$ cat src/rtl/csr_access_controller.sv
// Sequences CSR read-modify-write accesses over the shared CSR bus and arbitrates core vs. management.
// Optional management port is enabled by defining CSR_MGMT_PORT_EN.
module csr_access_controller #(
  parameter int ADDRESS_WIDTH = 12
) (
  input  logic                     clk,
  input  logic                     rst,
  input  logic                     coreValid,
  input  logic [1:0]               coreOp,
  input  logic [ADDRESS_WIDTH-1:0] coreAddress,
  input  logic [31:0]              coreWriteData,
  output logic                     coreReady,
  output logic [31:0]              coreReadData,
  output logic                     coreError,
  input  logic                     mgmtValid,
  input  logic                     mgmtWrite,
  input  logic [ADDRESS_WIDTH-1:0] mgmtAddress,
  input  logic [31:0]              mgmtWriteData,
  output logic                     mgmtReady,
  output logic [31:0]              mgmtReadData,
  output logic                     mgmtError,
  output logic                     csrReadEnable,
  output logic                     csrWriteEnable,
  output logic [ADDRESS_WIDTH-1:0] csrAddress,
  output logic [31:0]              csrWriteData,
  input  logic [31:0]              csrReadData,
  input  logic                     csrRequestOutput
);

  typedef enum logic [1:0] {IDLE, READ, WRITE, DONE} state_t;

  state_t                   state_q, state_d;
  logic [ADDRESS_WIDTH-1:0] addr_q, sel_addr, csr_addr_d, csr_addr_q;
  logic [1:0]               op_q, sel_op;
  logic [31:0]              wdata_q, sel_wdata, old_q;
  logic                     claimed_q, mgmt_q;
  logic                     grant_core, grant_mgmt, grant_any;
  logic                     re_d, re_q, we_d, we_q;
  logic [31:0]              wd_d, wd_q, rdata_done;
  logic                     err_done, read_only, done_core;
  logic                     core_rdy_q, core_err_q;
  logic [31:0]              core_rdata_q;

  function automatic logic need_write_f(input logic [1:0] op, input logic [31:0] wd);
    return (op == 2'b01) || (op[1] && (wd != 32'd0));
  endfunction

  function automatic logic [31:0] new_value_f(input logic [1:0] op, input logic [31:0] old,
                                               input logic [31:0] wd);
    case (op)
      2'b10:   return old | wd;
      2'b11:   return old & ~wd;
      default: return wd;
    endcase
  endfunction

`ifdef CSR_MGMT_PORT_EN
  logic last_mgmt_q;
  logic done_mgmt, mgmt_rdy_q, mgmt_err_q;
  logic [31:0] mgmt_rdata_q;

  // Round-robin on a tie: the requester not served last wins.
  always_comb begin
    grant_mgmt = mgmtValid && (!coreValid || !last_mgmt_q);
    grant_core = coreValid && !grant_mgmt;
  end

  always_ff @(posedge clk or negedge rst) begin
    if (!rst) begin
      last_mgmt_q  <= 1'b1;
      mgmt_rdy_q   <= 1'b0;
      mgmt_err_q   <= 1'b0;
      mgmt_rdata_q <= '0;
    end else begin
      if (state_q == IDLE && grant_any) last_mgmt_q <= grant_mgmt;
      mgmt_rdy_q   <= done_mgmt;
      mgmt_err_q   <= done_mgmt && err_done;
      mgmt_rdata_q <= done_mgmt ? rdata_done : '0;
    end
  end

  assign done_mgmt    = (state_q == WRITE) && mgmt_q;
  assign mgmtReady    = mgmt_rdy_q;
  assign mgmtError    = mgmt_err_q;
  assign mgmtReadData = mgmt_rdata_q;
`else
  logic unused_mgmt;

  always_comb begin
    grant_core = coreValid;
    grant_mgmt = 1'b0;
  end

  assign unused_mgmt  = ^{mgmtValid, mgmtWrite, mgmtAddress, mgmtWriteData};
  assign mgmtReady    = 1'b0;
  assign mgmtError    = 1'b0;
  assign mgmtReadData = '0;
`endif

  assign grant_any = grant_core || grant_mgmt;
  assign sel_addr  = grant_mgmt ? mgmtAddress : coreAddress;
  assign sel_op    = grant_mgmt ? {1'b0, mgmtWrite} : coreOp;
  assign sel_wdata = grant_mgmt ? mgmtWriteData : coreWriteData;
  assign read_only = (addr_q[ADDRESS_WIDTH-1 -: 2] == 2'b11);
  assign done_core = (state_q == WRITE) && !mgmt_q;

  always_comb begin
    state_d    = state_q;
    re_d       = 1'b0;
    we_d       = 1'b0;
    csr_addr_d = '0;
    wd_d       = '0;
    rdata_done = claimed_q ? old_q : '0;
    err_done   = !claimed_q || (need_write_f(op_q, wdata_q) && read_only);
    unique case (state_q)
      IDLE: if (grant_any) begin
        state_d    = READ;
        re_d       = 1'b1;
        csr_addr_d = sel_addr;
      end
      READ: begin
        // Write decision uses the live bus read so the write lands in the very next cycle.
        state_d    = WRITE;
        csr_addr_d = addr_q;
        we_d       = need_write_f(op_q, wdata_q) && csrRequestOutput && !read_only;
        if (we_d) wd_d = new_value_f(op_q, csrReadData, wdata_q);
      end
      WRITE:   state_d = DONE;
      DONE:    state_d = IDLE;
      default: state_d = IDLE;
    endcase
  end

  always_ff @(posedge clk or negedge rst) begin
    if (!rst) begin
      state_q      <= IDLE;
      re_q         <= 1'b0;
      we_q         <= 1'b0;
      csr_addr_q   <= '0;
      wd_q         <= '0;
      core_rdy_q   <= 1'b0;
      core_err_q   <= 1'b0;
      core_rdata_q <= '0;
    end else begin
      state_q      <= state_d;
      re_q         <= re_d;
      we_q         <= we_d;
      csr_addr_q   <= csr_addr_d;
      wd_q         <= wd_d;
      core_rdy_q   <= done_core;
      core_err_q   <= done_core && err_done;
      core_rdata_q <= done_core ? rdata_done : '0;
    end
  end

  // Request fields and read results; only consumed in states entered after they are written.
  always_ff @(posedge clk) begin
    if (state_q == IDLE && grant_any) begin
      addr_q  <= sel_addr;
      op_q    <= sel_op;
      wdata_q <= sel_wdata;
      mgmt_q  <= grant_mgmt;
    end
    if (state_q == READ) begin
      old_q     <= csrReadData;
      claimed_q <= csrRequestOutput;
    end
  end

  assign csrReadEnable  = re_q;
  assign csrWriteEnable = we_q;
  assign csrAddress     = csr_addr_q;
  assign csrWriteData   = wd_q;
  assign coreReady      = core_rdy_q;
  assign coreError      = core_err_q;
  assign coreReadData   = core_rdata_q;

endmodule

$ cat config.mk
export PLATFORM = sky130hd
export DESIGN_NAME = csr_access_controller
export DESIGN_NICKNAME = d
export VERILOG_FILES = /design/src/rtl/csr_access_controller.sv
export SDC_FILE = /design/constraint.sdc
export NUM_CORES = 1
export LEC_CHECK = 0
export CAP_MARGIN = 40
export CORE_MARGIN = 2
export CORE_UTILIZATION = 30
export CTS_BUF_LIST = sky130_fd_sc_hd__clkbuf_16
export DETAILED_ROUTE_END_ITERATION = 16
export PLACE_DENSITY = 0.69
export SYNTH_ARGS = -nofsm -noshare
export SYNTH_HDL_FRONTEND = slang
export SYNTH_SLANG_ARGS = --single-unit
$ cat constraint.sdc
create_clock -name clk -period 4 [get_ports clk]
set_clock_uncertainty 0.05 [all_clocks]
set_input_delay 0.4 -clock clk [delete_from_list [all_inputs] [get_ports clk]]
set_output_delay 0.4 -clock clk [all_outputs]
set_load 0.03 [all_outputs]
==> reports/summary.md <==
The flow ran to the end, and the final reports show no timing, DRC or antenna violations. At the end of routability-driven placement, the weighted congestion stood at 0.736. The ratio of cells with drive above 1 in the final layout was 0.0778.

The global-route usage over all layers came out at 0.142. The flip-flop and latch count after synthesis is 161. Leaving out fill and tap cells, the most frequent cell in the layout is clkdlybuf4s50_1.

The run gives 357 as the instance count of the mapped netlist. The first global-routing pass estimated 21.2 mm of wire. The number of buffer and inverter stages on the critical path was 1. The run gives 4 as the level count of the clock H-tree.

The final cycle utilization of the critical path works out to 0.701. Data arrives at the worst endpoint at 2.98 ns. The power density over the cells was 630 nW/um^2. Before CTS, the worst setup slack after placement is 1.18 ns. The tools report the reg-to-reg endpoint as csrWriteData[24]$_DFF_PN0_. In this run, distinct cell masters in the synthesized netlist total 30. Area of the mapped netlist: 5770 sq um. Power comes to 5.11 mW.

The worst path meets setup with 1.20 ns of slack. For the starting density of the core, the log shows 0.308. Counting I/O delays and the setup requirement, the final critical path takes 2.80 ns. In the routed layout, each cell is associated on average with a via count of 4.65. The total via count after detailed routing was 3598. The worst setup path startpoint was op_q[1]$_DFFE_PP_. In this run the worst path has a maximum fanout of 20.

After floorplanning, the core was divided into 50 placement rows. The number of I/O pins is 242, and the number of routed nets with antenna violations is 0. TritonCTS built the clock tree. The post-synthesis sequential area ratio came out at 0.766.

The capturing instance or port of the critical path is csrWriteData[24]$_DFF_PN0_. The tightest min-delay check is of the reg -> reg type. The number of antenna diodes in the final layout is 0. Start of the worst register-to-register path: op_q[1]$_DFFE_PP_. Buffers placed on the I/O ports in this run total 161. Clock tree synthesis found a total of 161 sinks. The per-instance average area after synthesis was 16.2 sq um; the required time of the critical path was 4.18 ns. STA classifies the critical path endpoint as a register.

The biggest cell delay along the critical path is 0.92 ns, and the layout-stage area growth over the synthesis result is 40.5%. The share of the core filled with cells in the final layout came out at 0.432. The largest net degree at the start of global routing was 48. The worst-case clock buffer depth was 2. Count of cells resized by post-cts repair: 0. In this run the clock root is driven by a clkbuf_16. The start-to-end type of the worst setup path was reg -> reg. Leaving out fill and tap cells, the most frequent cells in the layout are 160 x clkdlybuf4s50_1, 82 x dfrtp_1, 79 x edfxtp_1. The layout net count came out at 658. Traced cell by cell, the critical path runs through nor4b_4 > nand4_2 > nor3_4 > buf_4 > a2111oi_0. Detailed placement ended at an HPWL of 10.1 mm. The post-CTS clock slew at the launch and capture registers of the worst setup and hold paths was 0.06 ns. Setup slack on the worst reg-to-reg path comes out at 1.20 ns. Wire length per cell: 18.3 um. edfxtp_1 takes more of the synthesized area than any other cell. On the critical path the largest part of the delay comes from simple AND/OR/NAND/NOR gates. The sort of element at the start of the critical path was a register.

The core region is 18800 sq um. The cell count of the worst hold path works out to 1. The logs give 0 for the number of antenna violations at the first check in global routing and 0 for the count of warnings emitted by yosys.

Setup repair after global routing left no endpoint under its margin. After detailed routing, the number of remaining DRC violations is 0. Based on the critical path, the design can be clocked at up to 357 MHz. The logs give 20400 sq um for the full die area and 188 for the number of DRC markers in iteration 0. After synthesis, the cell types taking the most area are edfxtp_1 41%, dfrtp_1 36%, a2111oi_0 4.7%. The die is 143 um tall. Setup violations remaining at the end of the flow were counted as 0. The run gives 0 as the final-report max-slew violation count. The later pin in the worst-skew pair is clocked with a latency of 0.41 ns. The logs give 0 for the number of buffers added for setup after CTS and 3692 for the number of global-route vias before repair. For the pin with the worst max-slew slack, the measured transition is 0.881 ns. On the critical path, the stage with the largest delay is an instance of edfxtp_1. Share of the synthesized area in the top cell type: 0.411. The tool flagged a number of max-cap violations equal to 0. Counting cells, the worst reg-to-reg path comes to 5. After routing the design area is 8110 sq um.

The run gives 0 as the remaining global-route overflow. The worst-case headroom to the max-slew limit is 0.413, and the die extent in x is 143 um. Counting the buffers created by CTS gives 17. For the number of detailed-routing iterations run before antenna repair, the log shows 4. The peak supply drop was 0.278 mV. The run gives 0 as the final number of hold-violating endpoints.

Setup total negative slack on the finished layout was measured at 0 ns. Summing all placed instances gives a cell area of 7570 sq um. The final layout contains routed wiring with a total length of 14.1 mm. For this design the static power due to leakage is 3.29 nW. The critical path runs through a total of 5 cells.
-- repair_timing --
action | in CTS | in global routing
endpoints found under the setup margin | 0 | 0
hold buffers | 1 | 0
endpoints found under the hold margin | 35 | 0
-- where the power goes --
group          switching [mW]  internal (mW)
registers               0.145           2.16
clock network           0.618          0.837
logic                   0.840          0.517
total                    1.60           3.51
-- logic make-up (layout without fill, tap and decap cells) --
group,Yosys count,after routing,share of synthesized area
compound gates,80,80,0.0995
fa+ha+maj,3,3,0.00650
buf+inv,57,207,0.0639
flops,161,161,0.766
other cells,1,34,0.000650
simple gates,55,55,0.0631
-- flip-flops by register name, summed over array words and instances, names as in the netlist, 2 cells and up --
| signal | count |
|---|---|
| op_q | 2 |
| coreReadData | 32 |
| old_q | 32 |
| state_q | 2 |
| wdata_q | 32 |
| csrWriteData | 32 |
| csrAddress | 12 |
| addr_q | 12 |
-- area by class of cell --
type / count / area, sq um
Inverter: 2 / 7.51
Timing Repair Buffer: 173 / 1750
Multi-Input combinational cell: 172 / 1110
Clock inverter: 15 / 104
Clock buffer: 17 / 425
Sequential cell: 161 / 4420
Tap cell: 234 / 293
Fill cell: 1684 / 10700
-- worst min path at each step --
stage,from,slack [ns],to
4_1_cts,old_q[20]$_DFFE_PP_,0.44,coreReadData[20]$_DFF_PN0_
6_report,addr_q[9]$_DFFE_PP_,0.43,csrAddress[9]$_DFF_PN0_
3_5_place_dp,rst,0.36,csrWriteData[28]$_DFF_PN0_
3_3_place_gp,addr_q[7]$_DFFE_PP_,0.41,csrAddress[7]$_DFF_PN0_
5_1_grt,old_q[9]$_DFFE_PP_,0.45,coreReadData[9]$_DFF_PN0_
2_1_floorplan,rst,0.05,coreError$_DFF_PN0_
-- metrics by stage --
step,hold slack [ns],cells
after floorplan,0.0544,390
after global placement,0.413,737
after detailed placement,0.365,741
after CTS,0.437,774
after global routing,0.445,774
final,0.432,774
-- metal layers --
layer	up-vias	track usage	routed length (um)
li1	1646	-	-
met5	-	0	0
met4	0	0.0516	228
met2	154	0.231	6990
met1	1782	0.182	5970
met3	16	0.0406	945
-- synthesized netlist by cell type --
| cell type | number |
|---|---|
| a22o_1 | 12 |
| buf_1 | 1 |
| dfrtp_1 | 82 |
| ha_1 | 3 |
| conb_1 | 1 |
| nand3_1 | 1 |
| inv_1 | 2 |
| a2111oi_1 | 1 |
| and2_1 | 2 |
| buf_2 | 1 |
| edfxtp_1 | 79 |
| a21oi_1 | 32 |
| nand2_1 | 4 |
| o22a_1 | 1 |
| nor4_2 | 1 |
| buf_4 | 35 |
| nor3_1 | 1 |
| nor4_1 | 5 |
| nor4b_4 | 1 |
| a41oi_1 | 1 |
| clkbuf_1 | 15 |
| nand4b_1 | 1 |
| buf_6 | 3 |
| nor2_1 | 4 |
| a2111oi_0 | 31 |
| nand2b_1 | 1 |
| nand4_2 | 1 |
| and3_1 | 32 |
| nor3_4 | 1 |
| o21ai_0 | 2 |
(Power assumes the default switching activity.)
